File: config.mk
export PLATFORM = sky130hd
export DESIGN_NAME = lector_teclado
export DESIGN_NICKNAME = d
export VERILOG_FILES = /design/src/rtl/teclado_pkg.sv /design/src/rtl/sync_2ff.sv /design/src/rtl/lector_teclado.sv
export SDC_FILE = /design/constraint.sdc
export NUM_CORES = 1
export LEC_CHECK = 0
export CORE_MARGIN = 5
export CORE_UTILIZATION = 50
export DETAILED_ROUTE_END_ITERATION = 8
export MAX_ROUTING_LAYER = met4
export PLACE_DENSITY = 0.69
export SYNTH_ARGS = -nofsm -noshare
export SYNTH_HDL_FRONTEND = slang
export SYNTH_SLANG_ARGS = --single-unit
export TNS_END_PERCENT = 10
File: constraint.sdc
create_clock -name clk -period 6.79 [get_ports clk]
set_input_delay 1.0185 -clock clk [delete_from_list [all_inputs] [get_ports clk]]
set_output_delay 1.0185 -clock clk [all_outputs]
set_load 0.005 [all_outputs]
File: src/rtl/teclado_pkg.sv
// ============================================================================
// teclado_pkg: shared types, keymap and helpers for the 4x4 keypad reader.
// Rev 1.0 - initial release
// ============================================================================
`default_nettype none

package teclado_pkg;

  typedef enum logic [2:0] {
    SCAN     = 3'd0,
    DEBOUNCE = 3'd1,
    EMIT     = 3'd2,
    HOLD     = 3'd3,
    RELEASE  = 3'd4
  } state_t;

  typedef struct packed {
    logic       valida;
    logic [1:0] idx;
  } fila_t;

  // Indexed [row][col]; '*' encodes as E and '#' as F.
  localparam logic [3:0] KEYMAP [0:3][0:3] = '{
    '{4'h1, 4'h2, 4'h3, 4'hA},
    '{4'h4, 4'h5, 4'h6, 4'hB},
    '{4'h7, 4'h8, 4'h9, 4'hC},
    '{4'hE, 4'h0, 4'hF, 4'hD}
  };

  function automatic fila_t fila_unica(input logic [3:0] filas);
    fila_t res;
    res = '0;
    case (filas)
      4'b1110: begin res.valida = 1'b1; res.idx = 2'd0; end
      4'b1101: begin res.valida = 1'b1; res.idx = 2'd1; end
      4'b1011: begin res.valida = 1'b1; res.idx = 2'd2; end
      4'b0111: begin res.valida = 1'b1; res.idx = 2'd3; end
      default: res = '0;
    endcase
    return res;
  endfunction

  function automatic logic [3:0] col_drive(input logic [1:0] col);
    return ~(4'b0001 << col);
  endfunction

endpackage

`default_nettype wire

File: src/rtl/sync_2ff.sv
// ============================================================================
// sync_2ff: two-flop synchroniser for asynchronous inputs, resets to all-ones.
// Rev 1.0 - initial release
// ============================================================================
`default_nettype none

module sync_2ff #(
  parameter int W = 4
) (
  input  logic         clk,
  input  logic         rst,
  input  logic [W-1:0] d,
  output logic [W-1:0] q
);

  logic [W-1:0] meta;

  always_ff @(posedge clk) begin
    if (rst) begin
      meta <= '1;
      q    <= '1;
    end else begin
      meta <= d;
      q    <= meta;
    end
  end

endmodule

`default_nettype wire

File: src/rtl/lector_teclado.sv
// ============================================================================
// lector_teclado: 4x4 keypad scanner with press/release debounce and keymap.
// Optional auto-repeat while held: define TECLADO_REPEAT_EN.
// Rev 1.0 - initial release
// ============================================================================
`default_nettype none

module lector_teclado
  import teclado_pkg::*;
#(
  parameter int SCAN_DIV        = 16,
  parameter int DEBOUNCE_CYCLES = 50000,
  parameter int REPEAT_DELAY    = 5000000,
  parameter int REPEAT_RATE     = 1000000
) (
  input  logic       clk,
  input  logic       rst,
  input  logic [3:0] filas_n,
  output logic [3:0] columnas_n,
  output logic [3:0] tecla,
  output logic       tecla_valida,
  output logic       tecla_presionada
);

  localparam int DIV_W = (SCAN_DIV > 1) ? $clog2(SCAN_DIV) : 1;
  localparam int DEB_W = (DEBOUNCE_CYCLES > 1) ? $clog2(DEBOUNCE_CYCLES) : 1;
  localparam logic [DIV_W-1:0] DIV_LAST = DIV_W'(SCAN_DIV - 1);
  localparam logic [DEB_W-1:0] DEB_LAST = DEB_W'(DEBOUNCE_CYCLES - 1);

  logic [3:0]       filas_s;
  state_t           state;
  logic [1:0]       col_idx;
  logic [1:0]       fila;
  logic [3:0]       patron;
  logic [DIV_W-1:0] div_cnt;
  logic [DEB_W-1:0] deb_cnt;
  fila_t            det;

`ifdef TECLADO_REPEAT_EN
  localparam int REP_MAX = (REPEAT_DELAY > REPEAT_RATE) ? REPEAT_DELAY : REPEAT_RATE;
  localparam int REP_W   = $clog2(REP_MAX + 1);
  // The pulse is registered, so each trigger fires one cycle before it shows.
  localparam logic [REP_W-1:0] REP_PRIMERO   = REP_W'(REPEAT_DELAY - 2);
  localparam logic [REP_W-1:0] REP_SIGUIENTE = REP_W'(REPEAT_RATE - 1);
  logic [REP_W-1:0] rep_cnt;
  logic             rep_primero;
`endif

  sync_2ff #(.W(4)) u_sync (
    .clk (clk),
    .rst (rst),
    .d   (filas_n),
    .q   (filas_s)
  );

  assign det = fila_unica(filas_s);

  always_ff @(posedge clk) begin
    if (rst) begin
      state            <= SCAN;
      col_idx          <= 2'd0;
      columnas_n       <= 4'b1110;
      tecla            <= 4'h0;
      tecla_valida     <= 1'b0;
      tecla_presionada <= 1'b0;
      fila             <= 2'd0;
      patron           <= 4'hF;
      div_cnt          <= '0;
      deb_cnt          <= '0;
`ifdef TECLADO_REPEAT_EN
      rep_cnt          <= '0;
      rep_primero      <= 1'b1;
`endif
    end else begin
      tecla_valida <= 1'b0;
      case (state)
        SCAN: begin
          if (div_cnt == DIV_LAST) begin
            div_cnt <= '0;
            if (det.valida) begin
              fila    <= det.idx;
              patron  <= filas_s;
              deb_cnt <= '0;
              state   <= DEBOUNCE;
            end else begin
              col_idx    <= col_idx + 2'd1;
              columnas_n <= col_drive(col_idx + 2'd1);
            end
          end else begin
            div_cnt <= div_cnt + 1'b1;
          end
        end
        DEBOUNCE: begin
          if (filas_s != patron) begin
            state      <= SCAN;
            div_cnt    <= '0;
            col_idx    <= col_idx + 2'd1;
            columnas_n <= col_drive(col_idx + 2'd1);
          end else if (deb_cnt == DEB_LAST) begin
            state            <= EMIT;
            tecla            <= KEYMAP[fila][col_idx];
            tecla_valida     <= 1'b1;
            tecla_presionada <= 1'b1;
          end else begin
            deb_cnt <= deb_cnt + 1'b1;
          end
        end
        EMIT: begin
          state <= HOLD;
`ifdef TECLADO_REPEAT_EN
          rep_cnt     <= '0;
          rep_primero <= 1'b1;
`endif
        end
        HOLD: begin
          if (filas_s == 4'hF) begin
            deb_cnt <= '0;
            state   <= RELEASE;
          end
`ifdef TECLADO_REPEAT_EN
          else if (rep_cnt == (rep_primero ? REP_PRIMERO : REP_SIGUIENTE)) begin
            tecla_valida <= 1'b1;
            rep_cnt      <= '0;
            rep_primero  <= 1'b0;
          end else begin
            rep_cnt <= rep_cnt + 1'b1;
          end
`endif
        end
        RELEASE: begin
          if (filas_s != 4'hF) begin
            state <= HOLD;
          end else if (deb_cnt == DEB_LAST) begin
            tecla_presionada <= 1'b0;
            state            <= SCAN;
            div_cnt          <= '0;
            col_idx          <= col_idx + 2'd1;
            columnas_n       <= col_drive(col_idx + 2'd1);
          end else begin
            deb_cnt <= deb_cnt + 1'b1;
          end
        end
        default: state <= SCAN;
      endcase
    end
  end

endmodule

`default_nettype wire

Yosys cells after proc, flatten, opt, wreduce, memory -nomap -nowiden
Cells that the tools add are included.

storage, ports and cells
  bits in writable memories = 0
  bits in read-only memories = 0
  memories = 0
  output and inout bits = 10
  latch bits = 0
  bits in registers = 49

operators by class
  reduce and logical (&&, ||, !) cells = 12
  multiplexer cells = 45
  equality and inequality tests = 24
  $mul = 0
  $add $sub $neg = 3
  bitwise operators = 5
  divide/modulo/power cells = 0
  magnitude comparators = 2
  shift-type cells = 1

operators with widths
  operator                 count
  $mux W16                 8
  $pmux W16 S4             1
  $mux W4                  11
  $bmux W16 S2             1
  $pmux W4 S3              2
  $mux W3                  7
  $eq A4 B4 Y1 const B     5
  $ne A2 B2 Y1 const B     9
  $add A16 B1 Y16 const B  1
  $eq A16 B16 Y1 const B   1
  $pmux W3 S5              1
  $pmux W3 S4              1
  $reduce_and A6 Y1        2
  $mux W2                  5
  $reduce_and A5 Y1        2
  $bmux W4 S2              1
  $eq A3 B2 Y1 const B     2
  $ge A3 B3 Y1 const B     2
  $ne A3 B3 Y1 const B     2
  $not A2 Y3               2
  $pmux W2 S3              1
  $reduce_and A3 Y1        2
  $mux W1                  5
  $add A4 B1 Y4 const B    1
  16 further kinds         17

Depth between registers and ports, before layout
  word-level depth = 7
  depth in mapped cells = 8

Hierarchy
A second synthesis with hierarchy kept.

unflattened totals
  cell total of the unflattened synthesis = 319
  area, all modules = 2707.6 µm²

by module, submodules not included
  module          seq. area each (µm²)  area each (µm²)  instances  cells an instance
  lector_teclado  820.8                 2497.4           1          303
  sync_2ff        160.2                 210.2            1          16

Least setup slack after synthesis
No wires, ideal clock.

  kind = input port to flip-flop
  from = in rst
  to = reg deb_cnt[6]
  slack = 4.225 ns
  data arrival time = 2.478 ns
  buffers on the path = 3
  stages on the path = 6
  path through = clkbuf_1 -> or3_1 -> or4_1 -> clkbuf_1 -> buf_2 -> o31ai_1

RTL lines
  what                  line                   RTL
  from (decl)           lector_teclado.sv:17   input logic rst,
  to (signal assigned)  lector_teclado.sv:105  deb_cnt <= deb_cnt + 1'b1;
  to (signal assigned)  lector_teclado.sv:140  deb_cnt <= deb_cnt + 1'b1;
  to (decl)             lector_teclado.sv:36   logic [DEB_W-1:0] deb_cnt;

==> flow_metrics.env <==
export IMPL_syn_inst=308
export IMPL_cts_hold_buf=0
export IMPL_arrival_ns=3.42
export IMPL_core_um2=5040
export IMPL_slew_headroom=0.535
export IMPL_post_synth_cell_area_avg_um2=8.29
export IMPL_hpwlAfterDp_um=3520
export IMPL_final_layout_size_suffix_gt1_frac=0.0801
export IMPL_drt_first_pass_iters=4
export IMPL_synth_seq_cells=49
export IMPL_period_needed_ns=3.21
export IMPL_holdWs_ns=0.413
export IMPL_hold_depth=1
export IMPL_grt_pass1_vias=1926
export IMPL_htreeDepth=2
export IMPL_clk_path_buf_depth=2
export IMPL_grt_overflow_total=0
export IMPL_slew_violations=0
export IMPL_cts_buffers=5
export IMPL_die_y_um=81.5
export IMPL_antennaDiodeCount=0
export IMPL_ys_seq_area_frac=0.384
export IMPL_cp_required_ns=7.00
export IMPL_core_rowCount=26
export IMPL_fillers=459
export IMPL_synthToLayoutAreaGrowth_pct=10.4
export IMPL_timing_final_crit_share=0.473
export IMPL_antenna_found_initial=0
export IMPL_cts_sink_count=49
export IMPL_maxCapViolCount=0
export IMPL_initial_utilization=0.506
export IMPL_synth_top_cell_by_area="dfxtp_1"
export IMPL_synth_nets=320
export IMPL_hold_path_class="reg2reg"
export IMPL_outcome="complete, no violations"
export IMPL_worst_pin_slew_ns=0.694
export IMPL_async_flop_share=0
export IMPL_worstPathMaxFanout=46
export IMPL_min_to="u_sync.q[1]$_SDFF_PP1_"
export IMPL_vias=2145
export IMPL_rsz0062_at_grt="no"
export IMPL_setup_tns_ns=0
export IMPL_hold_viol=0
export IMPL_critPathKind="in2reg"
export IMPL_gp_congestion=0.875
export IMPL_route_detailed_drc=0
export IMPL_cts_tree="yes"
export IMPL_skew_ns=0.0128
export IMPL_synth_cell_types=52
export IMPL_cts_resized=0
export IMPL_dp_slack_ns=3.25
export IMPL_r2r_slack_ns=4.17
export IMPL_start_kind="primary input"
export IMPL_reg2reg_depth=7
export IMPL_yosys_warnings=0
export IMPL_die_w_um=81.5
export IMPL_endpoint_kind="flip-flop"
export IMPL_setup_viol=0
export IMPL_num_nets_final=323
export IMPL_io_pins=16
export IMPL_track_usage=0.174
export IMPL_port_buffers=15
export IMPL_clk_pin_slew_ns=0.09
export IMPL_synth_edf_count=0
export IMPL_r2r_start="deb_cnt[0]$_SDFFE_PP0P_"
export IMPL_clock_latency_ns=0.30
export IMPL_viasPerCell=5.62
export IMPL_synth_ff_type="dfxtp_1"
export IMPL_r2r_end="columnas_n[0]$_SDFFE_PP0P_"
export IMPL_drt_iter0_markers=175
export IMPL_netlist_area_leader_share=0.384
export IMPL_final_setup_worst_slack_ns=3.58
export IMPL_ant_nets=0
export IMPL_fp_dieArea_um2=6640
export IMPL_netlist_area_um2=2550
export IMPL_wl_um=5190
export IMPL_grt_pass1_wl_um=8830
export IMPL_grt_max_degree=47
export IMPL_power_leakage_uw=0.00104
export IMPL_root_buffer="clkbuf_8"
export IMPL_vdd_drop_max_uv=136
export IMPL_fmax_ghz=0.312
export IMPL_postCtsSetupRepairBufs=0
export IMPL_p_per_area_nw_per_um2=189
export IMPL_ys_top_cells_by_area="dfxtp_1 38%, o21ai_0 5.9%, nor2_1 4.6%, a21oi_1 3.5%, ha_1 2.9%"
export IMPL_hp_start="u_sync.meta[1]$_SDFF_PP1_"
export IMPL_wl_per_cell_um=13.6
[synth_stat cells, types with 2 or more instances]
| master | number |
|---|---|
| dfxtp_1 | 49 |
| nor2_1 | 31 |
| o21ai_0 | 30 |
| nand2_1 | 20 |
| a21oi_1 | 18 |
| inv_1 | 13 |
| clkbuf_1 | 12 |
| nand3_1 | 11 |
| o31ai_1 | 9 |
| or2_2 | 9 |
| a31oi_1 | 6 |
| and3_1 | 6 |
| ha_1 | 6 |
| nor2b_1 | 6 |
| a211o_1 | 5 |
| or3_1 | 5 |
| xor2_1 | 5 |
| mux2i_1 | 4 |
| nand3b_1 | 4 |
| nor3_1 | 4 |
| nor3b_1 | 4 |
| xnor2_1 | 4 |
| a22o_1 | 3 |
| buf_2 | 3 |
| nand2b_1 | 3 |
| nand4_1 | 3 |
| buf_6 | 2 |
| clkbuf_2 | 2 |
| nand4b_1 | 2 |
| nor4b_1 | 2 |
| nor4bb_1 | 2 |
| o211ai_1 | 2 |
| o21a_1 | 2 |
| o41ai_1 | 2 |
| or4_1 | 2 |
[per-stage QoR]
stage | total power (uW) | utilization | cells | cell area [um2]
3_3_place_gp | 325 | 0.536 | 374 | 2700
3_5_place_dp | 326 | 0.536 | 374 | 2700
5_1_grt | 556 | 0.559 | 382 | 2820
6_report | 533 | 0.559 | 382 | 2820
4_1_cts | 540 | 0.559 | 382 | 2820
2_1_floorplan | 318 | - | 308 | 2550
[registers in the layout (all words and copies together) (netlist names)]
signal            flops
tecla                 4
deb_cnt              16
patron                4
tecla_valida          1
u_sync.meta           4
columnas_n            4
fila                  2
div_cnt               4
u_sync.q              4
tecla_presionada      1
col_idx               2
state                 3
[power by group]
group | switching, uW | internal [uW] | total [uW]
registers | 4.16 | 291 | 296
logic | 12.4 | 11.2 | 23.6
clock network | 93.3 | 120 | 213
total | 110 | 423 | 533
[cell usage in the layout, fill, tap and decap left out, types with 6 or more instances in the layout]
cell / n
dfxtp_1: 49
ha_1: 6
a31oi_1: 6
nor2b_1: 6
and3_1: 6
o21ai_0: 30
a21oi_1: 18
nand3_1: 11
nand2_1: 20
clkdlybuf4s50_1: 15
nor2_1: 31
o31ai_1: 9
inv_1: 13
or2_2: 9
clkbuf_8: 6
[critical path, cell delays in order]
cell and delay, ns:
clkdlybuf4s50_1 0.40, buf_4 0.28, or3_1 0.60, or4_1 0.75
o41ai_1 0.37
[kinds of logic (layout without fill, tap and decap cells)]
logic type / count (synthesis) / count (layout) / synth area share
fa+ha+maj: 6 / 6 / 0.0294
flops: 49 / 49 / 0.384
xor+xnor: 9 / 9 / 0.0309
mux: 4 / 4 / 0.0157
simple gates: 122 / 122 / 0.272
compound gates: 85 / 85 / 0.211
buf+inv: 33 / 37 / 0.0568
[area by class of cell]
type	instances	area, um2	area share
Sequential cell	49	981	0.348
Timing Repair Buffer	16	158	0.0559
Clock inverter	1	30.0	0.0107
Tap cell	70	87.6	0.0311
Clock buffer	7	86.3	0.0306
Multi-Input combinational cell	226	1430	0.506
Inverter	13	48.8	0.0173
[routing by layer]
metal / up-vias / global-route usage / share of wire / routed length, um
met5: - / - / 0 / 0
met2: 27 / 0.265 / 0.45 / 2350
met4: 0 / 0.0524 / 0.0085 / 44
li1: 1108 / - / - / -
met3: 4 / 0.0362 / 0.037 / 193
met1: 1006 / 0.233 / 0.50 / 2600
[worst max path at each step]
| stage | end | from | depth (start not counted) |
|---|---|---|---|
| 3_3_place_gp | deb_cnt[8]$_SDFFE_PP0P_ | rst | 5 |
| 4_1_cts | deb_cnt[8]$_SDFFE_PP0P_ | rst | 5 |
| 2_1_floorplan | deb_cnt[6]$_SDFFE_PP0P_ | rst | 6 |
| 5_1_grt | deb_cnt[8]$_SDFFE_PP0P_ | rst | 5 |
| 3_5_place_dp | deb_cnt[8]$_SDFFE_PP0P_ | rst | 5 |
| 6_report | deb_cnt[8]$_SDFFE_PP0P_ | rst | 5 |
No activity file was read; power rests on OpenSTA's default activity.
